$ cat config.mk
export PLATFORM = sky130hd
export DESIGN_NAME = sha_job_server
export DESIGN_NICKNAME = d
export VERILOG_FILES = /design/src/rtl/sha_job_server.sv
export SDC_FILE = /design/constraint.sdc
export NUM_CORES = 2
export LEC_CHECK = 0
export ABC_AREA = 1
export CAP_MARGIN = 20
export CELL_PAD_IN_SITES_DETAIL_PLACEMENT = 0
export CELL_PAD_IN_SITES_GLOBAL_PLACEMENT = 1
export CORE_MARGIN = 2
export CORE_UTILIZATION = 50
export CTS_BUF_LIST = sky130_fd_sc_hd__clkbuf_16
export CTS_CLUSTER_DIAMETER = 80
export DETAILED_ROUTE_END_ITERATION = 8
export GPL_ROUTABILITY_DRIVEN = 0
export HOLD_SLACK_MARGIN = 0.02
export PLACE_DENSITY_LB_ADDON = 0.1
export SYNTH_ARGS = -nofsm -noshare
export SYNTH_HDL_FRONTEND = slang
export SYNTH_SLANG_ARGS = --single-unit
export TNS_END_PERCENT = 30
$ cat constraint.sdc
create_clock -name clk -period 4.4 [get_ports clk]
set_input_delay 1.1 -clock clk [delete_from_list [all_inputs] [get_ports clk]]
set_output_delay 1.1 -clock clk [all_outputs]
set_load 0.01 [all_outputs]
$ cat src/rtl/sha_job_server.sv
// sha_job_server: job sequencer and shared memory between a host and a SHA-256 engine.
//
// The host loads the message into a DEPTH x 32 memory while idle and requests a job with job_go.
// The server pulses start to the engine, waits for the engine's done level to fall and then rise
// again, and streams the eight hash words (h0..h7) from OUT_BASE back to the host over a
// valid/ready channel. job_done pulses for one cycle once beat 7 has been accepted.
//
// Ports
//   clk, reset                     clock, asynchronous active-high reset
//   host_wr_en/host_addr/host_wdata host write port, honoured only while idle
//   job_go                         request one hash job (ignored unless idle)
//   busy, job_done                 job in progress, one-cycle completion pulse
//   hash_valid/hash_data/hash_ready result stream, h0 first
//   start, message_addr, output_addr engine control, addresses are constant
//   done                           engine idle level
//   mem_we/mem_addr/mem_write_data engine memory port, one-cycle read latency
//   mem_read_data                  read data back to the engine
//   wr_err                         engine wrote other than 8 words (only with SHA_WR_CHECK_EN)
//
// Configuration macro: SHA_WR_CHECK_EN adds the engine write counter and the wr_err port.

module sha_job_server #(
    parameter int unsigned DEPTH    = 64,
    parameter logic [15:0] MSG_BASE = 16'h0000,
    parameter logic [15:0] OUT_BASE = 16'h0020
) (
    input  logic        clk,
    input  logic        reset,
    input  logic        host_wr_en,
    input  logic [15:0] host_addr,
    input  logic [31:0] host_wdata,
    input  logic        job_go,
    output logic        busy,
    output logic        job_done,
    output logic        hash_valid,
    output logic [31:0] hash_data,
    input  logic        hash_ready,
    output logic        start,
    output logic [15:0] message_addr,
    output logic [15:0] output_addr,
    input  logic        done,
    input  logic        mem_we,
    input  logic [15:0] mem_addr,
    input  logic [31:0] mem_write_data,
    output logic [31:0] mem_read_data
`ifdef SHA_WR_CHECK_EN
    ,
    output logic        wr_err
`endif
);

    localparam int unsigned AW = $clog2(DEPTH);

    typedef enum logic [2:0] {
        StIdle,
        StStart,
        StWaitBusy,
        StWaitDone,
        StCollect
    } state_e;

    state_e      state_q, state_d;
    logic [2:0]  k_q, k_d;
    logic        job_done_q, job_done_d;
    logic [31:0] rdata_q;
    logic [31:0] mem [DEPTH];

    logic [15:0]   out_addr;
    logic [AW-1:0] out_idx;
    logic [AW-1:0] eng_idx;
    logic [AW-1:0] host_idx;
    logic          engine_window;

    // Address arithmetic is 16-bit; only the low AW bits select a word.
    assign out_addr      = OUT_BASE + {13'd0, k_q};
    assign out_idx       = out_addr[AW-1:0];
    assign eng_idx       = mem_addr[AW-1:0];
    assign host_idx      = host_addr[AW-1:0];
    assign engine_window = (state_q == StWaitBusy) || (state_q == StWaitDone);

    logic unused_addr_bits;
    assign unused_addr_bits = ^{host_addr[15:AW], mem_addr[15:AW], out_addr[15:AW]};

    assign message_addr  = MSG_BASE;
    assign output_addr   = OUT_BASE;
    assign busy          = (state_q != StIdle);
    assign job_done      = job_done_q;
    assign mem_read_data = rdata_q;

    // State, beat index and completion pulse.
    always_ff @(posedge clk or posedge reset) begin
        if (reset) begin
            state_q    <= StIdle;
            k_q        <= 3'd0;
            job_done_q <= 1'b0;
        end else begin
            state_q    <= state_d;
            k_q        <= k_d;
            job_done_q <= job_done_d;
        end
    end

    always_comb begin
        state_d    = state_q;
        k_d        = k_q;
        job_done_d = 1'b0;
        start      = 1'b0;
        hash_valid = 1'b0;
        hash_data  = 32'd0;
        unique case (state_q)
            StIdle: begin
                if (job_go) begin
                    state_d = StStart;
                end
            end
            StStart: begin
                start   = 1'b1;
                state_d = StWaitBusy;
            end
            StWaitBusy: begin
                if (!done) begin
                    state_d = StWaitDone;
                end
            end
            StWaitDone: begin
                if (done) begin
                    state_d = StCollect;
                    k_d     = 3'd0;
                end
            end
            StCollect: begin
                // Memory cannot change in this state, so the beat is stable while stalled.
                hash_valid = 1'b1;
                hash_data  = mem[out_idx];
                if (hash_ready) begin
                    if (k_q == 3'd7) begin
                        state_d    = StIdle;
                        k_d        = 3'd0;
                        job_done_d = 1'b1;
                    end else begin
                        k_d = k_q + 3'd1;
                    end
                end
            end
            default: begin
                state_d = StIdle;
            end
        endcase
    end

    // Shared memory; deliberately not reset. Host and engine windows are mutually exclusive.
    always_ff @(posedge clk) begin
        if (host_wr_en && (state_q == StIdle)) begin
            mem[host_idx] <= host_wdata;
        end else if (mem_we && engine_window) begin
            mem[eng_idx] <= mem_write_data;
        end
    end

    // Engine read port: old data on a same-cycle write, every cycle regardless of mem_we.
    always_ff @(posedge clk or posedge reset) begin
        if (reset) begin
            rdata_q <= 32'd0;
        end else begin
            rdata_q <= mem[eng_idx];
        end
    end

`ifdef SHA_WR_CHECK_EN
    logic [3:0] wr_cnt_q, wr_cnt_d;
    logic       wr_err_q;

    // Saturating so an over-writing engine can never wrap back to exactly 8.
    always_comb begin
        wr_cnt_d = wr_cnt_q;
        if (mem_we && engine_window && (wr_cnt_q != 4'hf)) begin
            wr_cnt_d = wr_cnt_q + 4'd1;
        end
    end

    always_ff @(posedge clk or posedge reset) begin
        if (reset) begin
            wr_cnt_q <= 4'd0;
            wr_err_q <= 1'b0;
        end else if (state_q == StStart) begin
            wr_cnt_q <= 4'd0;
            wr_err_q <= 1'b0;
        end else begin
            wr_cnt_q <= wr_cnt_d;
            if ((state_q == StWaitDone) && done) begin
                wr_err_q <= (wr_cnt_d != 4'd8);
            end
        end
    end

    assign wr_err = wr_err_q;
`endif

endmodule

Word level (Yosys, flattened, before mapping):

Memory sizes are Yosys's and may differ from the RTL's. A register that Yosys moved wholly into a read port is not among the register bits.
Index checks and enable logic that the tools add are counted.

* RAM bits: 2048
* output and inout bits: 100
* word-level logic and storage cells: 49
* register bits: 7
* memories kept: 1

Memories
* mem: words 64, bits a word 32, read ports 2, clocked after Yosys merged registers in 1, write ports 1, line 66 `logic [31:0] mem [DEPTH];`

* eq/ne operators: 10
* reduce and logical (&&, ||, !) cells: 9
* mux-type cells: 24
* add/subtract/negate cells: 2

Operators by type and width (count)
* $mux W32: 2
* $reduce_or A32 Y1: 1
* $mux W3: 8
* $pmux W3 S5: 1
* $mux W1: 11
* $ne A2 B2 Y1 const B: 5
* $add A6 B3 Y6 const A: 1
* $eq A3 B2 Y1 const B: 2
* $eq A3 B3 Y1 const B: 2
* $mux W6: 1
* $pmux W3 S2: 1
* $reduce_and A5 Y1: 1
* $add A3 B1 Y3 const B: 1
* $eq A3 B1 Y1 const B: 1
* $logic_not A3 Y1: 1
* $reduce_and A3 Y1: 1
* $reduce_bool A3 Y1: 1
* $logic_and A1 B1 Y1: 2
* $reduce_bool A2 Y1: 1
* $logic_or A1 B1 Y1: 1

Logic depth before layout (Yosys ltp):

* depth in word-level cells: 8
* mapped depth: 13
* mapped depth without buffers: 9

Least setup slack after synthesis:

Ideal clock, no wire load.

* kind: in2reg
* start point: input mem_addr[0]
* end point: memory mem[26][0] (enable)
* arrival time: 3.465 ns
* library setup time: 0.421 ns
* buffers on the path: 3
* stages: 6
* setup slack: 0.514 ns
* path through: buf_4 -> buf_6 -> buf_6 -> o21ai_2 -> nand4_1 -> nor2_1

* word-level cells in the longest chain between the ends: 1

RTL lines
* start: declaration: line 43 `input logic [15:0] mem_addr,`
* $mux W6 (no source line)
* end: declaration: line 66

No other way between the ends.

Worst setup path after layout:

* start point: register state_q[1]
* end point: output hash_data[29]

* word-level cells in the longest chain between the ends: 2

RTL lines
* start: declaration: line 62 `state_e state_q, state_d;`
* start signal: assignment: line 93 `state_q <= StIdle;`
* start signal: assignment: line 97 `state_q <= state_d;`
* $eq A3 B3 Y1: line 110 `unique case (state_q)`
* $mux W32: line 110
* end: declaration: line 36 `output logic [31:0] hash_data,`

No other way between the ends.

==> results.toml <==
[logic_synthesis]
synth_seq_cells = 2087
synth_warnings = 0
synth_seq_area_share_pct = 72.5
syn_avg_cell_area_um2 = 11.7
ys_types = 32
synth_area_um2 = 86100
synthCells = 7386

[finish]
layout.nets = 7591
area_delta_synth_final_pct = 14.2
drive_gt1_share_pct = 8.44
final_cells = 9969
final_area_um2 = 98300

[die]
die_area_um2 = 176000
die_y_um = 419
start_util_pct = 50.3
io_pins = 203
core-area_um2 = 171000
num_rows = 152
fp.dieW_um = 419

[power_and_ir_drop]
p_sw_uw = 12500
leakage_uw = 0.0348
finalPower_uw = 47400
intPower_uw = 34800
p_per_area_nw_per_um2 = 481
p_sw_share_pct = 26.4
combPwrFrac_pct = 14.1
sequentialPowerShare_pct = 49.6
ir_worst_vdd_mv = 0.416
clkPwrFrac_pct = 36.3

[routing]
vias = 58000
ant_nets = 0
vias_per_cell = 5.82
drt-initial-drc-count = 6494
dr.pass1.iters = 7
route.detailed.drc = 0
wire_per_inst_um = 26.2
drt_wl_total_mm = 261

[global_routing]
antenna_found_initial = 7
grt_pass1_wl_mm = 376
grt_pass1_vias = 54300
grt_max_degree = 156
overflow = 0
track_usage_pct = 29.7

[placed_design]
dpl-instance-area_um2 = 91700
hpwl_mm = 137
io_buffers = 150
placed_cells_incl_taps = 9584

[run_status]
status = "finished, final reports clean"

[timing]
timing.hold.ws_ns = 0.462
finalCriticalPeriod_ns = 4.31
finClkSkew_ns = 0.0187
tns_ns = 0
rsz0062_at_grt = "no"
setup_viol_count_final = 0
worst_slew_pin_slew_ns = 1.01
fmax_mhz = 232
slew_violations = 0
relSlewSlack_pct = 32.7
hold_viol_final = 0
fin_crit_sh_pct = 97.9

[critical_path]
cp_data_arrival_time_ns = 3.21
cp.required_ns = 3.30
end_kind = "output pin"
critPathLaunchType = "flop"
worstPathMaxFanout = 32
path_class = "flop to output pin"

[clock_tree]
cts_buffers = 210
cts_setup_buffers = 0
cts-root-buf = "clkbuf_16"
clkTransAtPathRegs_ns = 0.06
cts_tree = "yes"
clockBufferDepth = 3
h-tree-depth = 4
clock_sinks = 2087
clock_latency_ns = 0.83
cts-resized-gates = 2
cts-hold-fix-buffers = 0

[hold_path]
hp-class = "input pin to asynchronous set/reset pin"

[job]
maxCapViolations = 0
[logic make-up after synthesis]
logic type | Yosys count | synth area share (%)
compound gates | 238 | 1.52
simple gates | 4462 | 22.3
mux | 32 | 0.418
fa+ha+maj | 2 | 0.0291
buf+inv | 563 | 3.18
flops | 2087 | 72.5
other cells | 2 | 0.00872
[state kept, by name, summed over array words and instances, names as in the netlist]
name,count
mem,2048
mem_read_data,32
job_done,1
state_q,3
k_q,3
[power by group through the flow]
stage | registers, uW | logic [uW] | clock network [uW]
floorplan | 23900 | 3390 | 0
global placement | 23900 | 6550 | 0
detailed placement | 23900 | 6640 | 0
CTS | 23500 | 6650 | 17400
global route | 23500 | 7150 | 18200
finish | 23500 | 6690 | 17200
[metrics by stage]
stage / util [%] / worst slack (ns)
global placement: 53.5 / 0.503
floorplan: - / 0.514
global route: 57.4 / 0.00508
detailed placement: 53.5 / 0.469
finish: 57.4 / 0.0937
CTS: 57.4 / 0.0105
[path summary, 6_finish.rpt]
check	cells after the start	slack [ns]	endpoint	startpoint
worst max-delay path	7	0.09	hash_data[29]	state_q[1]
worst min-delay path	2	0.46	job_done	reset
worst max register to register	6	1.23	mem[60][21]	state_q[2]
worst min register to register	3	0.61	state_q[0]	state_q[0]
max in group asynchronous	3	3.09	mem_read_data[16]	reset
min in group clk	3	0.61	state_q[0]	state_q[0]
[critical path: stages (launching register included)]
cell             delay (ns)
dfrtp_1                0.40
inv_2                  0.13
nand3_1                0.09
inv_1                  0.32
buf_12                 0.28
o21ai_0                0.13
a31oi_1                0.39
clkdlybuf4s50_1        0.63
[final cells by class]
cell class,count,area [um^2]
flip-flops and latches,2087,62500
clock inverters,162,1090
well taps,2310,2890
diodes,3,7.51
inverters,28,146
clock buffers,220,5510
fillers,13900,73000
repair buffers,393,4720
multi-input cells,4766,21500
[synth_stat cells]
cell / number / area share, %
a31oi_1: 32 / 0.23
buf_2: 283 / 1.6
buf_4: 60 / 0.52
buf_6: 6 / 0.078
nand3_1: 1910 / 11
o21ai_1: 1 / 0.0058
inv_2: 5 / 0.022
buf_1: 59 / 0.26
conb_1: 2 / 0.0087
nand2_1: 2269 / 9.9
mux2_2: 32 / 0.42
o21ai_4: 2 / 0.038
edfxtp_1: 2048 / 71
nand3_2: 2 / 0.023
o22ai_1: 32 / 0.23
o21ai_0: 165 / 0.96
nand4_1: 8 / 0.058
inv_4: 1 / 0.0073
nand2_2: 3 / 0.022
nor2_2: 2 / 0.015
or2_2: 1 / 0.0073
o21bai_1: 1 / 0.0087
o21ai_2: 4 / 0.041
ha_1: 2 / 0.029
nor3_1: 2 / 0.012
nor2_4: 1 / 0.013
nor2_1: 263 / 1.1
a21oi_1: 1 / 0.0058
inv_1: 22 / 0.096
nand2_4: 1 / 0.013
clkbuf_1: 127 / 0.55
dfrtp_1: 39 / 1.1
[placed cells by master (no fill, tap or decap), types with 8 or more instances in the layout]
cell type	count
inv_1	72
clkinv_1	57
nand2_1	2269
nand4_1	8
clkinv_2	28
dfrtp_1	37
a31oi_1	30
mux2_2	32
nor2_4	65
buf_12	110
buf_4	133
bufinv_16	16
edfxtp_1	2048
conb_1	32
nand3_1	1910
clkdlybuf4s50_1	144
nor2_1	199
o22ai_1	32
clkbuf_16	220
o21ai_0	165
[routing by layer]
layer	wire (um)	share of wire (%)	global-route usage, %	vias to the layer above
met4	11900	4.5	13.1	2
li1	-	-	-	26400
met1	108000	41	41.4	28800
met2	121000	47	46.5	2398
met5	13	0.0050	0	-
met3	19400	7.4	4.39	435
(Power assumes the default switching activity.)
